### src/rtl/spi_rx_fill.sv
// SPI mode-0 receive engine: clocks bytes in MSB first and writes them one at a
// time into the receive buffer's byte-wide write port, addresses 0..Length.
//
// state   | meaning
// S_IDLE  | waiting for Start; SpiClk low, Busy low
// S_SHIFT | clocking 8 bits in, SpiClk toggling every HalfPeriod cycles
// S_WRITE | one-cycle byte write to the buffer
// S_DONE  | one-cycle Done pulse; a new Start is accepted here too
module spi_rx_fill #(
  parameter int HalfPeriod = 2
) (
  input  logic       Clk,
  input  logic       nReset,
  input  logic       Start,
  input  logic [8:0] Length,
  input  logic       Abort,
  output logic       Busy,
  output logic       Done,
  output logic [9:0] ByteCount,
  output logic       SpiClk,
  output logic       SpiCopi,
  input  logic       SpiCipo,
  output logic       WriteEnable,
  output logic [8:0] WriteAddr,
  output logic [7:0] WriteData
);

  localparam int CW = (HalfPeriod > 1) ? $clog2(HalfPeriod) : 1;
  localparam logic [CW-1:0] HP_LOAD = CW'(HalfPeriod - 1);

  typedef enum logic [1:0] {
    S_IDLE,
    S_SHIFT,
    S_WRITE,
    S_DONE
  } state_t;

  state_t        state_q, state_d;
  logic [CW-1:0] half_q, half_d;
  logic [2:0]    bit_q, bit_d;
  logic [7:0]    shift_q, shift_d;
  logic [8:0]    len_q, len_d;
  logic [8:0]    idx_q, idx_d;
  logic [9:0]    cnt_q, cnt_d;
  logic          busy_q, busy_d;
  logic          done_q, done_d;
  logic          sclk_q, sclk_d;
  logic          copi_q, copi_d;
  logic          we_q, we_d;
  logic [8:0]    addr_q, addr_d;
  logic [7:0]    data_q, data_d;

  always_ff @(posedge Clk or negedge nReset) begin
    if (!nReset) begin
      state_q <= S_IDLE;
      half_q  <= '0;
      bit_q   <= '0;
      shift_q <= '0;
      len_q   <= '0;
      idx_q   <= '0;
      cnt_q   <= '0;
      busy_q  <= 1'b0;
      done_q  <= 1'b0;
      sclk_q  <= 1'b0;
      copi_q  <= 1'b1;
      we_q    <= 1'b0;
      addr_q  <= '0;
      data_q  <= '0;
    end else begin
      state_q <= state_d;
      half_q  <= half_d;
      bit_q   <= bit_d;
      shift_q <= shift_d;
      len_q   <= len_d;
      idx_q   <= idx_d;
      cnt_q   <= cnt_d;
      busy_q  <= busy_d;
      done_q  <= done_d;
      sclk_q  <= sclk_d;
      copi_q  <= copi_d;
      we_q    <= we_d;
      addr_q  <= addr_d;
      data_q  <= data_d;
    end
  end

  always_comb begin
    state_d = state_q;
    half_d  = half_q;
    bit_d   = bit_q;
    shift_d = shift_q;
    len_d   = len_q;
    idx_d   = idx_q;
    cnt_d   = cnt_q;
    busy_d  = busy_q;
    done_d  = 1'b0;
    sclk_d  = sclk_q;
    copi_d  = 1'b1;
    we_d    = 1'b0;
    addr_d  = addr_q;
    data_d  = data_q;

    if (Abort) begin
      // Partial byte is dropped; ByteCount and the last write's addr/data hold.
      state_d = S_IDLE;
      busy_d  = 1'b0;
      sclk_d  = 1'b0;
    end else begin
      case (state_q)
        S_IDLE, S_DONE: begin
          if (Start) begin
            state_d = S_SHIFT;
            len_d   = Length;
            idx_d   = '0;
            cnt_d   = '0;
            busy_d  = 1'b1;
            half_d  = HP_LOAD;
            bit_d   = '0;
            sclk_d  = 1'b0;
          end else begin
            state_d = S_IDLE;
          end
        end
        S_SHIFT: begin
          if (half_q != '0) begin
            half_d = half_q - 1'b1;
          end else begin
            half_d = HP_LOAD;
            if (!sclk_q) begin
              sclk_d  = 1'b1;
              shift_d = {shift_q[6:0], SpiCipo};
            end else begin
              sclk_d = 1'b0;
              if (bit_q == 3'd7) begin
                state_d = S_WRITE;
                we_d    = 1'b1;
                addr_d  = idx_q;
                data_d  = shift_q;
                cnt_d   = cnt_q + 10'd1;
              end else begin
                bit_d = bit_q + 3'd1;
              end
            end
          end
        end
        S_WRITE: begin
          if (idx_q == len_q) begin
            state_d = S_DONE;
            done_d  = 1'b1;
            busy_d  = 1'b0;
          end else begin
            state_d = S_SHIFT;
            idx_d   = idx_q + 9'd1;
            half_d  = HP_LOAD;
            bit_d   = '0;
          end
        end
        default: state_d = S_IDLE;
      endcase
    end
  end

  assign Busy        = busy_q;
  assign Done        = done_q;
  assign ByteCount   = cnt_q;
  assign SpiClk      = sclk_q;
  assign SpiCopi     = copi_q;
  assign WriteEnable = we_q;
  assign WriteAddr   = addr_q;
  assign WriteData   = data_q;

endmodule

### config.mk
export PLATFORM = sky130hd
export DESIGN_NAME = spi_rx_fill
export DESIGN_NICKNAME = d
export VERILOG_FILES = /design/src/rtl/spi_rx_fill.sv
export SDC_FILE = /design/constraint.sdc
export NUM_CORES = 1
export LEC_CHECK = 0
export ABC_AREA = 1
export ABC_CLOCK_PERIOD_IN_PS = 1600
export BUFFER_PORTS_ARGS = -buffer_cell sky130_fd_sc_hd__buf_4
export CORE_ASPECT_RATIO = 1.4
export CORE_MARGIN = 4
export CORE_UTILIZATION = 50
export CTS_CLUSTER_DIAMETER = 200
export DETAILED_ROUTE_END_ITERATION = 16
export MAX_ROUTING_LAYER = met4
export PLACE_DENSITY = 0.74
export REMOVE_ABC_BUFFERS = 1
export SETUP_SLACK_MARGIN = 0.02
export SYNTH_ARGS = -nofsm -noshare
export SYNTH_HDL_FRONTEND = slang
export SYNTH_SLANG_ARGS = --single-unit
### constraint.sdc
create_clock -name Clk -period 1.6 [get_ports Clk]
set_clock_uncertainty 0.15 [all_clocks]
set_input_delay 0.32 -clock Clk [delete_from_list [all_inputs] [get_ports Clk]]
set_output_delay 0.32 -clock Clk [all_outputs]
set_load 0.005 [all_outputs]
# Word level (Yosys, flattened, before mapping)
# Index checks and enable logic that the tools add are counted.
# classes
addsub	4
eq_ne	16
n_mux	41
bitwise_logic	3
reduce_logical	16
# ops
operator	n
$mux W10	4
$pmux W10 S2	1
$mux W1	18
$mux W9	2
$pmux W9 S2	1
$mux W3	5
$ne A3 B3 Y1 const B	5
$reduce_and A3 Y1	5
$ne A2 B2 Y1 const B	6
$reduce_and A6 Y1	2
$add A10 B1 Y10 const B	1
$mux W2	5
$add A9 B1 Y9 const B	1
$eq A9 B9 Y1	1
$pmux W3 S3	1
$reduce_and A4 Y1	2
$pmux W2 S3	1
$reduce_bool A3 Y1	2
$reduce_and A5 Y1	1
$eq A2 B2 Y1 const B	2
$pmux W1 S2	2
$reduce_bool A2 Y1	2
$add A3 B1 Y3 const B	1
$eq A3 B3 Y1 const B	1
other kinds (6)	8
# word_totals
register_bits	63
inputBits	14
out_inout_bits	32
elab_cells	93

# Depth between registers and ports, before layout
# Gate-level depths: netlist (run 1).
# depth
word_depth	6
ltp_mapped	11
mapped_depth_nobuf	10

# Worst setup path before layout (run 1)
# No wires, ideal clock.
# synth_path
path_kind	register to register
from	reg state_q[0]
to	reg cnt_q[6] (netlist: ByteCount[6])
setup_time_ps	120
t_arrival_ps	1471
required_ps	1330
slack_ps	-141
stages_incl_launch_ff	11
path_buffers	0
period_less_slack_ps	1741
path_cell_list	dfrtp_1 -> inv_1 -> ha_1 -> nand2_1 -> nand2_2 -> nor2_4 -> nand2_4 -> nor2_4 -> nand3_1 -> nand2_1 -> a21oi_1
# synth_between
elab_chain_cells	4
elab_cells_between_ends	11
cone_classes	6 x eq/ne; 1 x mux; 4 x reduce/logical
# synth_lines
element	line_no	rtl
start: declaration	38	state_t state_q, state_d;
start signal: assignment	70	state_q <= state_d;
$eq A2 B2 Y1 or $logic_not A2 Y1 (tied branches)	109	case (state_q)
$reduce_or A2 Y1	109	
$ne A2 B2 Y1 (no source line) or $reduce_bool A2 Y1 (tied branches)	n/a	
$reduce_and A6 Y1 (no source line)	n/a	
end signal: assignment	76	cnt_q <= cnt_d;
end: declaration	44	logic [9:0] cnt_q, cnt_d;
# Several ways; a longest one is shown, not always the timed one.
# A chain may end at the register's enable or synchronous reset.

# Final worst setup path (run 1)
# Ends and elaborated chain as after synthesis.

==> results of run 1 <==
==> layout by cell type, fill, tap and decap left out, drive strengths merged <==
cell type	count
clkinv	3
ha	7
a31o	1
o211ai	2
buf	112
a21oi	16
o21ai	37
xor2	6
nor3	6
clkbuf	11
clkinvlp	3
dlygate4sd3	1
conb	1
or2	1
nor2	41
nand4	4
mux2	1
nor3b	2
o31ai	1
o21bai	1
dfrtp	63
nand3	27
inv	55
nand2	111
==> registers in the layout, indices dropped and copies added, names as in the netlist, 2 cells and up <==
name / cells
WriteAddr: 9
state_q: 2
bit_q: 3
shift_q: 8
ByteCount: 10
idx_q: 9
len_q: 9
WriteData: 8
==> critical path, cell delays in order, from the launching register on <==
cell     delay (ns)
dfrtp_1        0.41
buf_6          0.14
ha_4           0.16
buf_6          0.12
nand2_4        0.06
o21ai_4        0.07
nor2_4         0.15
nand2_4        0.11
nor2_4         0.13
nand3_2        0.07
nand2_1        0.06
a21oi_1        0.04
==> cell families (layout without fill, tap and decap cells) <==
logic type                 Yosys count  count (layout)  share of synthesized area, %
buffers and inverters               63             185                          8.07
and+or+nand+nor                    191             192                          26.7
muxes                                1               1                         0.359
adders and majority gates            7               7                          2.80
xor gates and xnor gates             6               6                          1.68
other                                1               1                         0.120
AOI/OAI and AO/OA                   58              58                          9.94
DFF                                 63              63                          50.3
==> worst min-delay path by stage <==
stage,depth (start not counted),start,end
final,2,Abort,Done$_DFF_PN0_
after global routing,2,Abort,Done$_DFF_PN0_
after floorplan,0,nReset,Busy$_DFFE_PN0P_
after CTS,2,Abort,Done$_DFF_PN0_
after detailed placement,1,nReset,WriteData[2]$_DFFE_PN0P_
after global placement,1,nReset,WriteData[2]$_DFFE_PN0P_
==> per-layer routing <==
layer | GRT usage (%) | vias up
li1 | - | 1475
met4 | 10.7 | 0
met1 | 25.8 | 1480
met3 | 4.27 | 21
met2 | 37.9 | 86
met5 | - | -
==> layout make-up <==
class	instances	area, µm²
Clock buffer	10	138
Clock inverter	6	45.0
Fill cell	385	1380
Inverter	55	211
Multi-Input combinational cell	265	1550
Sequential cell	63	1580
Tap cell	70	87.6
Timing Repair Buffer	114	992
==> Yosys cell counts (2+ instances only) <==
| library cell | instances | share of area, % |
|---|---|---|
| nand3_1 | 25 | 4.0 |
| o21ai_1 | 9 | 1.4 |
| nor2_4 | 3 | 1.1 |
| xor2_1 | 6 | 1.7 |
| o211ai_1 | 2 | 0.48 |
| clkbuf_1 | 4 | 0.48 |
| clkinv_1 | 2 | 0.24 |
| o21ai_2 | 2 | 0.56 |
| nand2_2 | 5 | 1.0 |
| a21oi_1 | 16 | 2.6 |
| nor3b_1 | 2 | 0.48 |
| o21ai_0 | 26 | 4.2 |
| buf_4 | 2 | 0.48 |
| inv_1 | 41 | 4.9 |
| nor2_2 | 5 | 1.0 |
| inv_2 | 12 | 1.4 |
| nand4_1 | 4 | 0.80 |
| nand2_1 | 105 | 13 |
| dfrtp_1 | 63 | 50 |
| nor3_1 | 6 | 0.96 |
| ha_1 | 7 | 2.8 |
| nor2_1 | 33 | 4.0 |
==> power groups by stage <==
| stage | registers (µW) | logic, µW | clock network (µW) |
|---|---|---|---|
| finish | 2010 | 1740 | 1280 |
| global route | 2040 | 1880 | 1370 |
| CTS | 1980 | 1490 | 1280 |
| detailed placement | 2000 | 1320 | 0 |
| global placement | 1990 | 1280 | 0 |
| floorplan | 1980 | 699 | 0 |
==> per-stage QoR <==
step / power [µW] / utilization, % / instance area (µm²) / hold slack, ns / instances
after floorplan: 2680 / - / 3090 / -0.126 / 382
after global placement: 3270 / 66.1 / 3960 / 0.129 / 551
after detailed placement: 3320 / 66.1 / 3960 / 0.127 / 551
after CTS: 4760 / 73.3 / 4390 / 0.0387 / 579
after global routing: 5290 / 76.9 / 4610 / 0.0271 / 583
final: 5030 / 76.9 / 4610 / 0.0357 / 583
==> repair_timing <==
action,in CTS,in global routing
setup buffers,9,2
gates resized for setup,31,56
hold endpoints to repair,27,0
hold buffers,1,0
endpoints found under the setup margin,61,62
gates cloned,2,2
pin swaps,8,21
==> impl_metrics.env, run 1 <==
export IMPL_outcome="complete, but fails checks"
export IMPL_violations="negative setup slack"
export IMPL_route_detailed_drc=0
export IMPL_grtUsageTotal_pct=22.7
export IMPL_endpoint_kind="flop"
export IMPL_setup_violations_final=53
export IMPL_grt_pass1_wl_mm=12.9
export IMPL_netSwitchingPower_uw=1770
export IMPL_dr_wl_met2_mm=4.76
export IMPL_vias_per_cell=5.25
export IMPL_reg2reg_from="state_q[0]$_DFFE_PN0P_"
export IMPL_leakage_uw=0.00231
export IMPL_core_area_um2=5990
export IMPL_cp_endpoint="ByteCount[6]$_DFFE_PN0P_"
export IMPL_p_int_uw=3250
export IMPL_ys_async_sr_fraction_pct=100
export IMPL_area_growth_pct=47.0
export IMPL_combPwrFrac_pct=34.5
export IMPL_maxUsedRoutingLayer="met4"
export IMPL_synth_cell_type_count=32
export IMPL_min_path_type="in -> reg"
export IMPL_syn_area_um2=3130
export IMPL_p_seq_share_pct=40.0
export IMPL_routed_wl_mm=8.69
export IMPL_cts_made_buffers=9
export IMPL_peakVddDrop_mv=0.839
export IMPL_finalCritPeriodShare_pct=112
export IMPL_synth_edff_count=0
export IMPL_die_h_um=102
export IMPL_nets=529
export IMPL_clkSinkCount=63
export IMPL_timing_final_ws_setup_ns=-0.190
export IMPL_row_count=33
export IMPL_grt_overflow_total=0
export IMPL_crit_required_ns=1.68
export IMPL_hpwl_mm=5.47
export IMPL_crit_start="state_q[0]$_DFFE_PN0P_"
export IMPL_report_final_hold_viol_count=0
export IMPL_path_class="reg -> reg"
export IMPL_synth_flop_cell="dfrtp_1"
export IMPL_firstDrtPassIters=4
export IMPL_place_congestion=0.875
export IMPL_fin_crit_ns=1.79
export IMPL_cts_buffer_depth=2
export IMPL_fp_dieW_um=74.9
export IMPL_cts_tree="done"
export IMPL_slew_viol_final=0
export IMPL_port_buffers=44
export IMPL_initial_core_util_pct=52.3
export IMPL_synth_seq_area_share_pct=50.3
export IMPL_crit_arrival_ns=1.87
export IMPL_antenna_found_initial=0
export IMPL_syn_inst=390
export IMPL_clkPwrFrac_pct=25.5
export IMPL_route_met3_wl_um=431
export IMPL_finalSetupTns_ns=-3.98
export IMPL_diodes=0
export IMPL_drive_above_1_share_pct=41.1
export IMPL_syn_area_per_cell_um2=8.03
export IMPL_ys_ff_latch=63
export IMPL_routedWlPerCell_um=14.9
export IMPL_cap_violations=0
export IMPL_die_area_um2=7610
export IMPL_first_global_vias=2967
export IMPL_h_tree_depth=3
export IMPL_dr_first_iter_drc_count=193
export IMPL_reg2reg_slack_ns=-0.19
export IMPL_powerDensity_nw_per_um2=1090
export IMPL_max_clock_freq_mhz=559
export IMPL_dp_slack_ns=-0.335
export IMPL_root_buffer="clkbuf_8"
export IMPL_postRouteAntennaNets=0
export IMPL_rsz0062_at_grt="true"
export IMPL_clk_pin_slew_worst_paths_ns=0.07
export IMPL_start_kind="flop"
export IMPL_yosys_warnings=0
export IMPL_clock_latency_ns=0.35
export IMPL_grt_max_degree=30
export IMPL_reg2reg_to="ByteCount[6]$_DFFE_PN0P_"
export IMPL_crit_fanout=6
export IMPL_met1_length_mm=3.27
export IMPL_num_vias=3062
export IMPL_swShare_pct=35.3
export IMPL_ioPinCount=46
export IMPL_r2r_cells=11
Power figures use the tool's default switching activity.
==> run 2: changes to the inputs <==
--- a/config.mk
+++ b/config.mk
@@ -16,7 +16,7 @@
 export MAX_ROUTING_LAYER = met4
 export PLACE_DENSITY = 0.74
 export REMOVE_ABC_BUFFERS = 1
-export SETUP_SLACK_MARGIN = 0.02
+export SETUP_SLACK_MARGIN = 0.05
 export SYNTH_ARGS = -nofsm -noshare
 export SYNTH_HDL_FRONTEND = slang
 export SYNTH_SLANG_ARGS = --single-unit
==> impl_metrics.env, run 2 (synthesis results as in run 1) <==
export IMPL_violations="negative setup slack"
export IMPL_crit_fanout=6
export IMPL_clk_pin_slew_worst_paths_ns=0.07
export IMPL_min_path_type="in -> reg"
export IMPL_drive_above_1_share_pct=42.1
export IMPL_postRouteAntennaNets=0
export IMPL_crit_required_ns=1.67
export IMPL_initial_core_util_pct=52.3
export IMPL_vias_per_cell=5.32
export IMPL_clock_latency_ns=0.34
export IMPL_core_area_um2=5990
export IMPL_root_buffer="clkbuf_8"
export IMPL_final_cell_mix="101 x buf_4, 99 x nand2_1, 59 x dfrtp_1"
export IMPL_hpwl_mm=5.47
export IMPL_powerDensity_nw_per_um2=1080
export IMPL_area_growth_pct=49.2
export IMPL_grt_pass1_wl_mm=12.8
export IMPL_diodes=0
export IMPL_cts_tree="done"
export IMPL_leakage_uw=0.00233
export IMPL_dr_first_iter_drc_count=194
export IMPL_num_vias=3120
export IMPL_ioPinCount=46
export IMPL_first_global_vias=2947
export IMPL_cts_made_buffers=9
export IMPL_die_h_um=102
export IMPL_utilization_pct=78.1
export IMPL_design_area_um2=4670
export IMPL_path_class="reg -> reg"
export IMPL_report_final_hold_viol_count=0
export IMPL_outcome="complete, but fails checks"
export IMPL_start_kind="flop"
export IMPL_setup_violations_final=52
export IMPL_largest_reg_flops=10
export IMPL_finalCritPeriodShare_pct=114
export IMPL_endpoint_kind="flop"
export IMPL_peakVddDrop_mv=1.02
export IMPL_firstDrtPassIters=4
export IMPL_nets=532
export IMPL_layout_commonest_cell="buf_4"
export IMPL_slew_viol_final=0
export IMPL_routed_wl_mm=8.89
export IMPL_fin_crit_ns=1.83
export IMPL_rsz0062_at_grt="true"
export IMPL_grtUsageTotal_pct=22.6
export IMPL_grt_overflow_total=0
export IMPL_place_congestion=0.875
export IMPL_grt_max_degree=30
export IMPL_placed_area_um2=3960
export IMPL_crit_arrival_ns=1.90
export IMPL_h_tree_depth=3
export IMPL_timing_final_ws_setup_ns=-0.227
export IMPL_max_clock_freq_mhz=547
export IMPL_cts_buffer_depth=2
export IMPL_fp_dieW_um=74.9
export IMPL_reg2reg_slack_ns=-0.23
export IMPL_clkSinkCount=63
export IMPL_route_detailed_drc=0
export IMPL_antenna_found_initial=0
export IMPL_port_buffers=44
export IMPL_row_count=33
export IMPL_die_area_um2=7610
export IMPL_cap_violations=0
export IMPL_routedWlPerCell_um=15.2
[run 2: changes by cell type in the layout (fill, tap and decap cells not counted), moves of 2 or more]
cell and delta:
nand2_2 -7, nand2_1 +6, nor2_1 -5, a21oi_1 -4
a21oi_2 +4, nor2_4 +4, buf_4 +2
[run 2: per-layer routing]
metal	track usage, %	part of all wire, %	vias up
li1	-	-	1481
met4	10.3	2.9	0
met3	3.97	5.1	24
met1	25.7	38	1513
met5	-	0	-
met2	38.1	55	102
[run 2: where the power goes]
part	switching, µW	internal, µW	leakage (µW)	total, µW
sequential	170	1830	0.000795	2000
clock	664	609	0.0000849	1270
combinational	949	825	0.00145	1770
total	1780	3260	0.00233	5050
[run 2: what timing repair did]
item / in CTS / in global routing
pin swaps: 8 / 19
hold buffers: 1 / 0
endpoints found under the setup margin: 62 / 63
resized for setup: 32 / 64
setup buffers: 9 / 5
gates cloned: 2 / 2
hold endpoints to repair: 27 / 0
[run 2: cell type report]
class	count	area, µm²
tap	70	87.6
clock buffer	10	138
fill	370	1310
sequential	63	1580
inverter	55	215
multi-input combinational	265	1590
timing repair buffer	117	1020
clock inverter	6	45.0
[run 2: worst paths after layout]
| path | end | cells after the start | from |
|---|---|---|---|
| min reg2reg | WriteData[7]$_DFFE_PN0P_ | 2 | WriteData[7]$_DFFE_PN0P_ |
| max reg2reg | ByteCount[6]$_DFFE_PN0P_ | 11 | state_q[0]$_DFFE_PN0P_ |
| min | Done$_DFF_PN0_ | 2 | Abort |
| max | ByteCount[6]$_DFFE_PN0P_ | 11 | state_q[0]$_DFFE_PN0P_ |
| min in group asynchronous | WriteData[2]$_DFFE_PN0P_ | 2 | nReset |
| max in group asynchronous | idx_q[4]$_DFFE_PN0P_ | 3 | nReset |
[run 2: through the flow]
stage / TNS, ns / setup WS [ns] / cells / hold WS, ns / total power [µW]
after floorplan: -6.68 / -0.174 / 382 / -0.126 / 2680
after global placement: -5.64 / -0.265 / 551 / 0.129 / 3270
after detailed placement: -7.91 / -0.335 / 551 / 0.127 / 3320
after CTS: -3.05 / -0.180 / 579 / 0.0387 / 4760
after global routing: -9.23 / -0.291 / 586 / 0.0330 / 5310
final: -4.62 / -0.227 / 586 / 0.0415 / 5050
[run 2: critical path, cell delays in order (launching register included)]
cell and delay (ns):
dfrtp_1 0.41, buf_6 0.14, ha_4 0.16, buf_6 0.12, nand2_4 0.07, o21ai_4 0.06
nor2_4 0.18, nand2_4 0.11, nor2_4 0.14, nand3_2 0.07, nand2_1 0.06, a21oi_1 0.04
